**config.mk**
```make
export PLATFORM = sky130hd
export DESIGN_NAME = matrix_print_ctrl
export DESIGN_NICKNAME = d
export VERILOG_FILES = /design/src/rtl/matrix_print_ctrl.sv
export SDC_FILE = /design/constraint.sdc
export NUM_CORES = 1
export LEC_CHECK = 0
export CORE_MARGIN = 1
export CORE_UTILIZATION = 49
export DETAILED_ROUTE_END_ITERATION = 10
export MAX_ROUTING_LAYER = met4
export PLACE_DENSITY_LB_ADDON = 0.08
export REMOVE_ABC_BUFFERS = 1
export SYNTH_ARGS = -nofsm -noshare
export SYNTH_HDL_FRONTEND = slang
export SYNTH_SLANG_ARGS = --single-unit
export TNS_END_PERCENT = 20
```
**constraint.sdc**
```tcl
create_clock -name clk -period 2 [get_ports clk]
set_input_delay 0.4 -clock clk [delete_from_list [all_inputs] [get_ports clk]]
set_output_delay 0.4 -clock clk [all_outputs]
set_load 0.005 [all_outputs]
```
**src/rtl/matrix_print_ctrl.sv**
```systemverilog
// matrix_print_ctrl: walks an m x n matrix row-major, reads each element and issues one sender request
// per element, then a blank line. Define MATRIX_PRINT_ID_EN to print "m" alone on a line first.
module matrix_print_ctrl #(
  parameter int ADDR_W  = 8,
  parameter int MAX_DIM = 5
) (
  input  logic              clk,
  input  logic              rst_n,
  input  logic              start,
  input  logic [2:0]        rows,
  input  logic [2:0]        cols,
  input  logic [ADDR_W-1:0] base_addr,
  output logic              mem_rd_en,
  output logic [ADDR_W-1:0] mem_addr,
  input  logic [7:0]        mem_rdata,
  output logic              snd_start,
  output logic [7:0]        snd_data,
  output logic              snd_last_col,
  output logic              snd_newline,
  output logic              snd_id,
  input  logic              snd_done,
  output logic              busy,
  output logic              done,
  output logic              err_dim
);

  typedef enum logic [3:0] {
    S_IDLE, S_ID_REQ, S_ID_WAIT, S_RD_ADDR, S_RD_DATA,
    S_EL_REQ, S_EL_WAIT, S_NL_REQ, S_NL_WAIT, S_FIN
  } state_t;

  localparam logic [3:0] MAX_D = 4'(MAX_DIM);

  state_t            state, state_nxt;
  logic [2:0]        rows_q, cols_q, r_cnt, c_cnt;
  logic [ADDR_W-1:0] ptr;
  logic              err_q;
  logic              dim_bad, dim_empty, col_end, last_el;

  assign dim_bad   = ({1'b0, rows} > MAX_D) || ({1'b0, cols} > MAX_D);
  assign dim_empty = (rows == 3'd0) || (cols == 3'd0);
  assign col_end   = (c_cnt == cols_q - 3'd1);
  assign last_el   = col_end && (r_cnt == rows_q - 3'd1);

  always_ff @(posedge clk or negedge rst_n) begin
    if (!rst_n) state <= S_IDLE;
    else        state <= state_nxt;
  end

  // Sender handshake: a request (snd_start or snd_newline) is a 1-cycle pulse; the sender answers
  // with a 1-cycle snd_done. Only one request is ever outstanding, and snd_done is honoured only
  // in a *_WAIT state, so stray completions are harmless.
  always_comb begin
    state_nxt = state;
    case (state)
      S_IDLE: begin
        if (start) begin
          if (dim_bad || dim_empty) state_nxt = S_FIN;
`ifdef MATRIX_PRINT_ID_EN
          else                      state_nxt = S_ID_REQ;
`else
          else                      state_nxt = S_RD_ADDR;
`endif
        end
      end
`ifdef MATRIX_PRINT_ID_EN
      S_ID_REQ:  state_nxt = S_ID_WAIT;
      S_ID_WAIT: if (snd_done) state_nxt = S_RD_ADDR;
`endif
      S_RD_ADDR: state_nxt = S_RD_DATA;
      S_RD_DATA: state_nxt = S_EL_REQ;
      S_EL_REQ:  state_nxt = S_EL_WAIT;
      S_EL_WAIT: if (snd_done) state_nxt = last_el ? S_NL_REQ : S_RD_ADDR;
      S_NL_REQ:  state_nxt = S_NL_WAIT;
      S_NL_WAIT: if (snd_done) state_nxt = S_FIN;
      S_FIN:     state_nxt = S_IDLE;
      default:   state_nxt = S_IDLE;
    endcase
  end

  // Job context is captured once at acceptance; the live inputs are ignored afterwards.
  always_ff @(posedge clk or negedge rst_n) begin
    if (!rst_n) begin
      rows_q   <= '0;
      cols_q   <= '0;
      r_cnt    <= '0;
      c_cnt    <= '0;
      ptr      <= '0;
      err_q    <= 1'b0;
      snd_data <= '0;
    end else begin
      case (state)
        S_IDLE: begin
          if (start) begin
            rows_q <= rows;
            cols_q <= cols;
            ptr    <= base_addr;
            r_cnt  <= '0;
            c_cnt  <= '0;
            err_q  <= dim_bad;
`ifdef MATRIX_PRINT_ID_EN
            snd_data <= {5'b0, rows};
`endif
          end
        end
        S_RD_DATA: snd_data <= mem_rdata;
        S_EL_WAIT: begin
          if (snd_done) begin
            ptr <= ptr + 1'b1;
            if (col_end) begin
              c_cnt <= '0;
              r_cnt <= r_cnt + 3'd1;
            end else begin
              c_cnt <= c_cnt + 3'd1;
            end
          end
        end
        default: ;
      endcase
    end
  end

  always_comb begin
    mem_rd_en    = 1'b0;
    mem_addr     = '0;
    snd_start    = 1'b0;
    snd_last_col = 1'b0;
    snd_newline  = 1'b0;
    snd_id       = 1'b0;
    busy         = 1'b0;
    done         = 1'b0;
    err_dim      = 1'b0;
    case (state)
      S_IDLE: ;
`ifdef MATRIX_PRINT_ID_EN
      S_ID_REQ: begin
        snd_start    = 1'b1;
        snd_id       = 1'b1;
        snd_last_col = 1'b1;
        busy         = 1'b1;
      end
`endif
      S_RD_ADDR: begin
        mem_rd_en = 1'b1;
        mem_addr  = ptr;
        busy      = 1'b1;
      end
      S_EL_REQ: begin
        snd_start    = 1'b1;
        snd_last_col = col_end;
        busy         = 1'b1;
      end
      S_NL_REQ: begin
        snd_newline = 1'b1;
        busy        = 1'b1;
      end
      S_FIN: begin
        done    = 1'b1;
        err_dim = err_q;
      end
      default: busy = 1'b1;
    endcase
  end

endmodule
```
# --- After elaboration in Yosys (flattened, before gate mapping) ---
# Cells that the tools add are included.
word_totals:
  regBits: 33
  input_bits: 26
  output_inout_bits: 24
op_classes:
  n_addsub: 5
  magnitude_cmp: 2
  n_eq_ne: 13
  muxes: 24
  n_reduce_logical: 13
op_table:
  columns: ["op", "count"]
  rows:
  - ["$pmux 4 s7", 1]
  - ["$mux 8", 3]
  - ["$mux 3", 6]
  - ["$eq 4x3->1 const B", 4]
  - ["$mux 4", 4]
  - ["$pmux 8 s2", 1]
  - ["$pmux 3 s2", 2]
  - ["$add 8x1->8 const B", 1]
  - ["$eq 4x4->1 const B", 2]
  - ["$ne 2x2->1 const B", 4]
  - ["$mux 1", 7]
  - ["$add 3x1->3 const B", 2]
  - ["$eq 3x3->1", 2]
  - ["$gt 3x3->1 const B", 2]
  - ["$logic_not 3->1", 2]
  - ["$reduce_and 3->1", 2]
  - ["$sub 3x1->3 const B", 2]
  - ["$eq 4x2->1 const B", 1]
  - ["$logic_not 4->1", 1]
  - ["$reduce_and 4->1", 1]
  - ["$logic_or 1x1->1", 3]
  - ["$reduce_and 2->1", 1]
  - ["$reduce_bool 2->1", 1]
  - ["$reduce_or 2->1", 1]
  - ["$logic_and 1x1->1", 1]

# --- Longest topological paths before layout ---
# Gate-level depths: netlist of run 1.
depth:
  depth_word: 6
  mapped_depth: 7
  ltp_nobuf: 6

# --- Worst setup path before layout of run 1 ---
# No wires, ideal clock.
synth_timing:
  kind: "register -> output"
  startpoint: "register cols_q[0]"
  endpoint: "output port snd_last_col"
  t_arrival_ns: 1.343
  required_ns: 1.600
  path_slack_ns: 0.257
  path_stages_with_launch: 6
  path_cell_list: "dfrtp_1 inv_1 ha_1 xnor2_1 nor3_4 and2_1"
synth_via:
  elab_chain_cells: 3
synth_lines:
  columns: ["item", "line", "rtl"]
  rows:
  - ["from (decl)", "35", "logic [2:0] rows_q, cols_q, r_cnt, c_cnt;"]
  - ["from (signal assigned)", "96", "cols_q <= cols;"]
  - ["$sub 3x1->3", "42", "assign col_end = (c_cnt == cols_q - 3'd1);"]
  - ["$eq 3x3->1", "42", null]
  - ["$mux 1", "133", "case (state)"]
  - ["to (decl)", "18", "output logic snd_last_col,"]
# Every way passes these cells.

# --- Final worst setup path of run 1 ---
layout_timing:
  startpoint: "register state[1]"
  endpoint: "register ptr[6]"
layout_via:
  elab_chain_cells: 3
  elab_cells_between_ends: 7
  classes_between: "eq/ne (3); mux (1); reduce/logical (3)"
layout_lines:
  columns: ["item", "line", "rtl"]
  rows:
  - ["from (decl)", "34", "state_t state, state_nxt;"]
  - ["from (signal assigned)", "47", "else state <= state_nxt;"]
  - ["$eq 4x3->1 / $logic_not 4->1 (equally long branches)", "92", "case (state)"]
  - ["$ne 2x2->1 (no source line) / $reduce_bool 2->1 (equally long branches)", null, null]
  - ["$reduce_and 3->1 (no source line)", null, null]
  - ["to (signal assigned)", "97", "ptr <= base_addr;"]
  - ["to (signal assigned)", "109", "ptr <= ptr + 1'b1;"]
  - ["to (decl)", "36", "logic [ADDR_W-1:0] ptr;"]
# Several ways; a longest one is shown, not always the timed one.
# A chain may end at the register's enable or synchronous reset.

==> impl_metrics.env, run 1 <==
export IMPL_synth_async_reset_ratio=1.000
export IMPL_coreArea_um2=3716
export IMPL_grt_pass1_wl_um=7659
export IMPL_required_ns=2.22
export IMPL_n_antenna_cell=0
export IMPL_initial_core_util=0.5178
export IMPL_syn_area_per_cell_um2=9.971
export IMPL_grt_overflow=0
export IMPL_pin_count=50
export IMPL_cts_inserted_buffers=5
export IMPL_clkLatencyLatePin_ns=0.30
export IMPL_cap_violations=0
export IMPL_fin_ws_ns=0.009811
export IMPL_place_ws_ns=-0.1574
export IMPL_multi_input_area_um2=1086
export IMPL_worstSetupEndpointType="register"
export IMPL_io_buffers=48
export IMPL_chipWidth_um=64.67
export IMPL_grt_use_met1=0.2860
export IMPL_dpl_hpwl_um=3278
export IMPL_finalCriticalPeriod_ns=1.990
export IMPL_dieArea_um2=4182
export IMPL_fin_crit_sh=0.9951
export IMPL_cp_max_fo=7
export IMPL_synth_fa_ha_area_frac=0.03251
export IMPL_synth_edf_count=0
export IMPL_htreeDepth=2
export IMPL_drive_gt1_frac=0.2751
export IMPL_row_count=22
export IMPL_cts_hold_buf=0
export IMPL_synth_compound_gate_area_share=0.1801
export IMPL_finalMaxSlewViolations=0
export IMPL_final_area_um2=2825
export IMPL_muxShareOfSynthArea=0.06892
export IMPL_register_area_um2=829.5
export IMPL_first_global_vias=1712
export IMPL_clkSinkCount=33
export IMPL_path_clk_slew_ns=0.07
export IMPL_postRouteAntennaNets=0
export IMPL_drt_wl_total_um=4800
export IMPL_worst_pin_slew_ns=0.6898
export IMPL_peakVddDrop_v=0.0008011
export IMPL_finalHoldViolations=0
export IMPL_yosysWarnings=0
export IMPL_drtPass1Iterations=4
export IMPL_hp_class="in2async"
export IMPL_start_kind="register"
export IMPL_synth_area_um2=1924
export IMPL_arrival_ns=2.21
export IMPL_ys_ff_latch=33
export IMPL_worstSetupPathType="reg2reg"
export IMPL_yosys_most_used_dff="dfrtp_1"
export IMPL_powerDensity_nw_per_um2=1272
export IMPL_die_h_um=64.67
export IMPL_ys_seq_area_frac=0.4291
export IMPL_synth_xor_area_frac=0.04421
export IMPL_drtIter0Drc=135
export IMPL_routed_via_density=5.637
export IMPL_status="finished, final reports clean"
export IMPL_cts_tree="built"
export IMPL_wl_per_cell_um=15.14
export IMPL_finalSetupTns_ns=0
export IMPL_rsz0062_at_grt="yes"
export IMPL_grt_max_degree=34
export IMPL_grt_use_met2=0.4039
export IMPL_leakage_nw=1.271
export IMPL_synthCells=193
export IMPL_cts_max_path_buffers=2
export IMPL_via_count=1787
export IMPL_fin_worst_skew_ns=0.007463
export IMPL_clockRootBuffer="clkbuf_8"
export IMPL_hold_slack_ns=0.5071
export IMPL_setup_violations=0
export IMPL_synthDistinctLibCells=52
export IMPL_dpl_cell_area_um2=2571
export IMPL_synth_simple_gate_area_frac=0.1983
export IMPL_drc=0
export IMPL_synth_top_family_by_area="simple AND/OR/NAND/NOR gates"
export IMPL_finalPower_w=0.003593
export IMPL_grt_usage=0.2515
export IMPL_gp_congestion=0.8239
export IMPL_fmax_ghz=0.5025
export IMPL_busiest_layer="met2"
export IMPL_area_delta_synth_final_pct=46.81
export IMPL_grt_use_met3=0.06514
export IMPL_antenna_found_initial=0
export IMPL_slew_headroom=0.5343
export IMPL_fillers=254
export IMPL_nets=299
logic make-up (layout without fill, tap and decap cells):
group | after synthesis | after routing
AO/OA/AOI/OAI | 52 | 52
XOR/XNOR | 8 | 8
adder cells (fa/ha/maj) | 5 | 5
buffers and inverters | 17 | 93
flip-flops | 33 | 33
multiplexers | 12 | 12
other | 1 | 1
AND/OR/NAND/NOR | 65 | 65
cell usage in the layout, fill, tap and decap left out, drive strengths merged, types with 2 or more instances in the layout:
| cell type | instances |
|---|---|
| mux2i | 2 |
| a21oi | 18 |
| o22ai | 5 |
| nor4 | 2 |
| dfrtp | 33 |
| a22oi | 2 |
| nor3 | 5 |
| and2 | 10 |
| or3 | 2 |
| clkdlybuf4s50 | 33 |
| a2bb2oi | 3 |
| clkbuf | 8 |
| buf | 32 |
| a21o | 2 |
| o2bb2ai | 2 |
| ha | 5 |
| clkinv | 2 |
| clkdlybuf4s15 | 4 |
| o21ai | 11 |
| nand2b | 3 |
| nand3 | 4 |
| nor3b | 4 |
| nor2 | 9 |
| nand2 | 17 |
| mux2 | 10 |
| inv | 6 |
| xnor2 | 6 |
| o31ai | 2 |
| dlygate4sd2 | 7 |
worst max-delay path, cell delays in order, from the launching register on:
cell	delay (ns)
dfrtp_2	0.40
buf_4	0.16
buf_4	0.14
or4b_4	0.57
o2bb2ai_4	0.29
buf_12	0.15
a21oi_1	0.06
a21oi_1	0.13
registers in the layout (all words and copies together), names as in the netlist:
| name | cells |
|---|---|
| state | 4 |
| rows_q | 3 |
| ptr | 8 |
| c_cnt | 3 |
| r_cnt | 3 |
| err_q | 1 |
| snd_data | 8 |
| cols_q | 3 |
worst paths after layout:
check	from	endpoint	slack (ns)	depth (start not counted)
setup / recovery	state[1]$_DFFE_PN0P_	ptr[6]$_DFFE_PN0P_	0.01	7
hold / removal	rst_n	ptr[6]$_DFFE_PN0P_	0.51	2
setup reg to reg	state[1]$_DFFE_PN0P_	ptr[6]$_DFFE_PN0P_	0.01	7
hold reg to reg	snd_data[5]$_DFFE_PN0P_	snd_data[5]$_DFFE_PN0P_	0.51	1
max in group asynchronous	rst_n	state[2]$_DFFE_PN0P_	1.15	2
min in group clk	snd_data[5]$_DFFE_PN0P_	snd_data[5]$_DFFE_PN0P_	0.51	1
through the flow:
stage,utilization,instances
after floorplan,-,182
after global placement,0.6919,299
after detailed placement,0.6919,299
after CTS,0.7391,312
after global routing,0.7603,317
final,0.7603,317
cells in the mapped netlist, types with 2 or more instances:
cell | count | area (um2)
a21o_1 | 2 | 15.01
a21oi_1 | 17 | 85.08
a22oi_1 | 2 | 15.01
a2bb2oi_1 | 3 | 26.28
and2_1 | 10 | 62.56
buf_2 | 6 | 30.03
buf_4 | 2 | 15.01
dfrtp_1 | 33 | 825.8
ha_1 | 5 | 62.56
inv_1 | 6 | 22.52
mux2_2 | 10 | 112.6
mux2i_1 | 2 | 20.02
nand2_1 | 17 | 63.81
nand2b_1 | 3 | 18.77
nand3_1 | 4 | 20.02
nor2_1 | 8 | 30.03
nor3_1 | 3 | 15.01
nor3b_1 | 4 | 30.03
nor4_1 | 2 | 12.51
o21ai_0 | 11 | 55.05
o22ai_1 | 5 | 31.28
o31ai_1 | 2 | 15.01
or3_1 | 2 | 12.51
xnor2_1 | 6 | 52.55
area by class of cell:
type | instances | share of cell area
flip-flops and latches | 33 | 0.2936
well taps | 48 | 0.02126
repair buffers | 79 | 0.2635
multi-input cells | 143 | 0.3844
clock inverters | 2 | 0.003543
clock buffers | 6 | 0.02569
inverters | 6 | 0.007972
power by group:
| part | internal [W] | switching, W | total (W) |
|---|---|---|---|
| logic | 0.00111 | 0.000837 | 0.00194 |
| registers | 0.000934 | 0.000211 | 0.00114 |
| clock network | 0.000241 | 0.000263 | 0.000504 |
timing repair:
item / in CTS / in global routing
gates cloned: 0 / 1
pin swaps: 9 / 5
gates resized for setup: 33 / 13
endpoints found under the setup margin: 15 / 21
setup buffers: 5 / 5
metal layers:
metal	up-vias	wire, um
li1	847	-
met1	858	1974
met2	68	2434
met3	14	259
met4	0	131
met5	-	0
(Power assumes the default switching activity.)
==> run 2: changes to the inputs <==
TNS_END_PERCENT = 5   (was 20)
==> run 2 against run 1 <==
  * The run now ends with negative setup slack left
  * Design area shrank 2.3%
  * Wire length shrank 3.9%
  * Non-clock buffer count fell by 3
  * Sequential share of layout area increased by 0.68 points
  * Register-to-register slack worse by 0.03 ns
  * Die area unchanged
  * Utilization shrank 1.7 points
  * Final cell count fell by 0.95%
  * Clock skew grew 0.0023 ns
  * Worst setup slack worse by 0.040 ns
  * Via count fell by 2.9%
==> impl_metrics.env, run 2 (synthesized netlist as in run 1, its figures left out) <==
export IMPL_violations="negative setup slack"
export IMPL_cap_violations=0
export IMPL_fin_crit_sh=1.015
export IMPL_worstSetupEndpointType="primary output"
export IMPL_via_count=1735
export IMPL_n_antenna_cell=0
export IMPL_cts_inserted_buffers=5
export IMPL_dpl_cell_area_um2=2571
export IMPL_drtPass1Iterations=4
export IMPL_area_delta_synth_final_pct=43.50
export IMPL_rsz0062_at_grt="yes"
export IMPL_row_count=22
export IMPL_powerDensity_nw_per_um2=1249
export IMPL_stdcell_count=314
export IMPL_fillers=267
export IMPL_worst_pin_slew_ns=0.6406
export IMPL_pin_count=50
export IMPL_grt_pass1_wl_um=7534
export IMPL_final_common_cell="clkdlybuf4s50_1"
export IMPL_wl_per_cell_um=14.70
export IMPL_path_clk_slew_ns=0.07
export IMPL_dieArea_um2=4182
export IMPL_clkLatencyLatePin_ns=0.29
export IMPL_peakVddDrop_v=0.0007807
export IMPL_setup_violations=2
export IMPL_clockRootBuffer="clkbuf_8"
export IMPL_io_buffers=48
export IMPL_finalMaxSlewViolations=0
export IMPL_leakage_nw=1.271
export IMPL_coreArea_um2=3716
export IMPL_finalHoldViolations=0
export IMPL_status="finished with violations"
export IMPL_fmax_ghz=0.4925
export IMPL_cts_max_path_buffers=2
export IMPL_cts_hold_buf=0
export IMPL_htreeDepth=2
export IMPL_worstSetupPathType="reg2out"
export IMPL_gp_congestion=0.8239
export IMPL_post_place_cells=299
export IMPL_slew_headroom=0.5675
export IMPL_die_h_um=64.67
export IMPL_register_area_um2=829.5
export IMPL_nets=296
export IMPL_top_regs="ptr: 8 flops, snd_data: 8 flops, state: 4 flops"
export IMPL_initial_core_util=0.5178
export IMPL_grt_usage=0.2472
export IMPL_dpl_hpwl_um=3278
export IMPL_grt_max_degree=34
export IMPL_clkSinkCount=33
export IMPL_first_global_vias=1678
export IMPL_fin_ws_ns=-0.03049
export IMPL_finalCriticalPeriod_ns=2.030
export IMPL_start_kind="register"
export IMPL_drtIter0Drc=93
export IMPL_fin_worst_skew_ns=0.009812
export IMPL_routed_via_density=5.525
export IMPL_required_ns=1.60
export IMPL_arrival_ns=1.63
export IMPL_chipWidth_um=64.67
export IMPL_cp_max_fo=5
export IMPL_grt_overflow=0
export IMPL_hold_slack_ns=0.5066
export IMPL_final_area_um2=2761
export IMPL_final_cell_mix="clkdlybuf4s50_1 (34), dfrtp_1 (30), buf_4 (27)"
export IMPL_drt_wl_total_um=4615
export IMPL_drive_gt1_frac=0.2556
export IMPL_cts_tree="built"
export IMPL_hp_class="reg2reg"
export IMPL_multi_input_area_um2=1075
export IMPL_finalSetupTns_ns=-0.04715
export IMPL_drc=0
export IMPL_antenna_found_initial=0
export IMPL_postRouteAntennaNets=0
==> run 2: cell types whose count changed in the layout (fill, tap and decap cells not counted), sizes merged <==
cell	before	now
buf	32	30
clkbuf	8	6
clkdlybuf4s15	4	0
clkdlybuf4s50	33	34
dlygate4sd2	7	10
dlymetal6s2s	1	2
==> run 2: area by class of cell <==
| class | instances | area share |
|---|---|---|
| sequential | 33 | 0.3004 |
| timing repair buffer | 76 | 0.2506 |
| tap | 48 | 0.02175 |
| clock buffer | 6 | 0.02628 |
| clock inverter | 2 | 0.003625 |
| multi-input combinational | 143 | 0.3892 |
| inverter | 6 | 0.008156 |
==> run 2: timing repair <==
action / 4_1_cts / 5_1_grt
setup endpoints to repair: 15 / 20
gates resized for setup: 24 / 10
buffers inserted: 4 / 3
pin swaps: 7 / 3
hold endpoints to repair: 0 / 0
==> run 2: power breakdown <==
| group | internal (W) | leakage (nW) | switching [W] |
|---|---|---|---|
| registers | 0.000934 | 0.404 | 0.000208 |
| logic | 0.00102 | 0.822 | 0.000797 |
| clock network | 0.000241 | 0.0450 | 0.000252 |
| total | 0.00219 | 1.27 | 0.00126 |
==> run 2: metrics by stage <==
stage                 util  setup slack, ns  total power (W)
CTS                 0.7242          -0.1368         0.003346
global route        0.7431          -0.1234         0.003704
global placement    0.6919          -0.1236         0.002714
detailed placement  0.6919          -0.1574         0.002797
finish              0.7431         -0.03049         0.003450
floorplan                -           0.1816         0.002032
==> run 2: metal layers <==
layer,GRT usage,wire length (um),share of wire,vias up
li1,-,-,-,841
met1,0.2838,1889,0.41,819
met2,0.4066,2357,0.51,65
met3,0.05810,262,0.057,10
met4,0.1194,105,0.023,0
met5,-,0,0,-
==> run 2: critical path, cell delays in order, from the launching register on <==
cell           delay, ns
dfrtp_2             0.44
buf_4               0.15
buf_4               0.14
nor2_4              0.09
and3_1              0.17
and2_1              0.12
dlygate4sd2_1       0.23
==> run 2: path summary, 6_finish.rpt <==
path                                           end  cells past startpoint                    start  slack [ns]
max                                        err_dim                      6     state[2]$_DFFE_PN0P_       -0.03
min                        snd_data[5]$_DFFE_PN0P_                      1  snd_data[5]$_DFFE_PN0P_        0.51
max reg2reg                   c_cnt[2]$_DFFE_PN0P_                      6     state[1]$_DFFE_PN0P_       -0.02
min reg2reg                snd_data[5]$_DFFE_PN0P_                      1  snd_data[5]$_DFFE_PN0P_        0.51
max in group asynchronous     state[3]$_DFFE_PN0P_                      2                    rst_n        1.13
min in group asynchronous       ptr[6]$_DFFE_PN0P_                      2                    rst_n        0.52
==> run 3: changes to the inputs <==
CORE_MARGIN = 1.5   (was 1)
==> run 3 against run 2 <==
  * The run still ends with negative setup slack left
  * Combinational power barely moved
  * Maximum frequency rose by 0.51%
  * Highest routed layer unchanged
  * Via count fell by 1.0%
  * Die area rose by 3.1%
==> impl_metrics.env, run 3 (synthesized netlist as in run 1, its figures left out) <==
export IMPL_start_kind="register"
export IMPL_grt_max_degree=34
export IMPL_io_buffers=48
export IMPL_worst_pin_slew_ns=0.5347
export IMPL_path_clk_slew_ns=0.07
export IMPL_die_h_um=65.67
export IMPL_violations="negative setup slack"
export IMPL_area_delta_synth_final_pct=43.76
export IMPL_arrival_ns=1.62
export IMPL_grt_usage=0.2219
export IMPL_first_global_vias=1645
export IMPL_cts_inserted_buffers=5
export IMPL_fin_crit_sh=1.010
export IMPL_wl_per_cell_um=14.75
export IMPL_worstPathCellList="inv_2 -> ha_4 -> xor3_1 -> nor3_4 -> and2_1 -> buf_2"
export IMPL_nets=296
export IMPL_drtIter0Drc=89
export IMPL_final_cell_mix="clkdlybuf4s50_1 (34), dfrtp_1 (31), buf_4 (24)"
export IMPL_status="finished with violations"
export IMPL_coreArea_um2=3716
export IMPL_register_area_um2=828.3
export IMPL_top_regs="ptr: 8 flops, snd_data: 8 flops, state: 4 flops"
export IMPL_clkLatencyLatePin_ns=0.28
export IMPL_antenna_found_initial=0
export IMPL_post_route_util=0.7444
export IMPL_dpl_cell_area_um2=2549
export IMPL_cap_violations=0
export IMPL_drive_gt1_frac=0.2406
export IMPL_rsz0062_at_grt="yes"
export IMPL_leakage_nw=1.258
export IMPL_multi_input_area_um2=1069
export IMPL_worstSetupPathType="reg2out"
export IMPL_cts_tree="built"
export IMPL_slew_headroom=0.6390
export IMPL_dieArea_um2=4312
export IMPL_n_antenna_cell=0
export IMPL_final_area_um2=2766
export IMPL_drtPass1Iterations=4
export IMPL_crit_buf_inv=2
export IMPL_required_ns=1.60
export IMPL_finalPower_w=0.003457
export IMPL_cp_top_family="flip-flops"
export IMPL_routed_via_density=5.468
export IMPL_htreeDepth=2
export IMPL_via_count=1717
export IMPL_grt_pass1_wl_um=7203
export IMPL_clockRootBuffer="clkbuf_8"
export IMPL_slowest_stage="dfrtp_1"
export IMPL_final_common_cell="clkdlybuf4s50_1"
export IMPL_powerDensity_nw_per_um2=1250
export IMPL_cts_hold_buf=0
export IMPL_cts_max_path_buffers=2
export IMPL_cp_slowest_stage_delay_ns=0.39
export IMPL_fin_ws_ns=-0.02028
export IMPL_drc=0
export IMPL_hp_class="reg2reg"
export IMPL_fmax_ghz=0.4950
export IMPL_clkSinkCount=33
export IMPL_dpl_hpwl_um=3193
export IMPL_cp_max_fo=2
export IMPL_finalMaxSlewViolations=0
export IMPL_worstSetupEndpointType="primary output"
export IMPL_finalHoldViolations=0
export IMPL_initial_core_util=0.5178
export IMPL_postRouteAntennaNets=0
export IMPL_drt_wl_total_um=4632
export IMPL_chipWidth_um=65.67
export IMPL_grt_overflow=0
export IMPL_finalCriticalPeriod_ns=2.020
export IMPL_row_count=22
export IMPL_peakVddDrop_v=0.0006740
export IMPL_fin_worst_skew_ns=0.005554
export IMPL_fillers=291
export IMPL_pin_count=50
export IMPL_gp_congestion=0.8659
export IMPL_setup_violations=1
run 3: changes by cell type in the layout (fill, tap and decap cells not counted), moves of 2 or more:
cell	before	now
dlygate4sd2_1	10	8
buf_4	27	24
clkdlybuf4s15_1	0	2
clkinv_2	2	0
buf_6	1	3
clkbuf_1	1	3
run 3: power by group:
part	internal (W)	total (W)	switching [W]
clock network	0.000247	0.000477	0.000230
registers	0.000933	0.00115	0.000214
logic	0.00102	0.00183	0.000812
run 3: worst paths after layout:
check	startpoint	end	slack (ns)	depth (start not counted)
worst max-delay path	cols_q[0]$_DFFE_PN0P_	snd_last_col	-0.02	6
worst min-delay path	snd_data[0]$_DFFE_PN0P_	snd_data[0]$_DFFE_PN0P_	0.50	1
worst max register to register	state[2]$_DFFE_PN0P_	ptr[5]$_DFFE_PN0P_	0.05	6
worst min register to register	snd_data[0]$_DFFE_PN0P_	snd_data[0]$_DFFE_PN0P_	0.50	1
max in group asynchronous	rst_n	state[2]$_DFFE_PN0P_	1.13	2
min in group asynchronous	rst_n	ptr[7]$_DFFE_PN0P_	0.52	2
run 3: layout make-up:
type                       count  area share
inverter                       6    0.008141
tap                           48     0.02171
timing repair buffer          76      0.2555
multi-input combinational    143      0.3862
sequential                    33      0.2994
clock buffer                   8     0.02895
run 3: per-layer routing:
| layer | global-route usage | up-vias | routed length [um] |
|---|---|---|---|
| met5 | - | - | 0 |
| met4 | 0.08333 | 0 | 55 |
| met3 | 0.04110 | 5 | 247 |
| met2 | 0.3889 | 54 | 2402 |
| met1 | 0.2514 | 824 | 1926 |
| li1 | - | 834 | - |
run 3: what timing repair did:
action / in CTS / in global routing
setup buffers: 5 / 5
pin swaps: 4 / 1
resized for setup: 25 / 12
setup endpoints to repair: 14 / 6
cloned: 0 / 0
run 3: through the flow:
step	hold WS [ns]	worst slack, ns	cells	TNS, ns
2_1_floorplan	0.1044	0.1816	182	0
3_3_place_gp	0.4879	-0.1225	296	-1.115
3_5_place_dp	0.4956	-0.1322	296	-1.428
4_1_cts	0.5096	-0.08984	309	-0.1734
5_1_grt	0.5213	-0.08346	314	-0.1370
6_report	0.5045	-0.02028	314	-0.02028
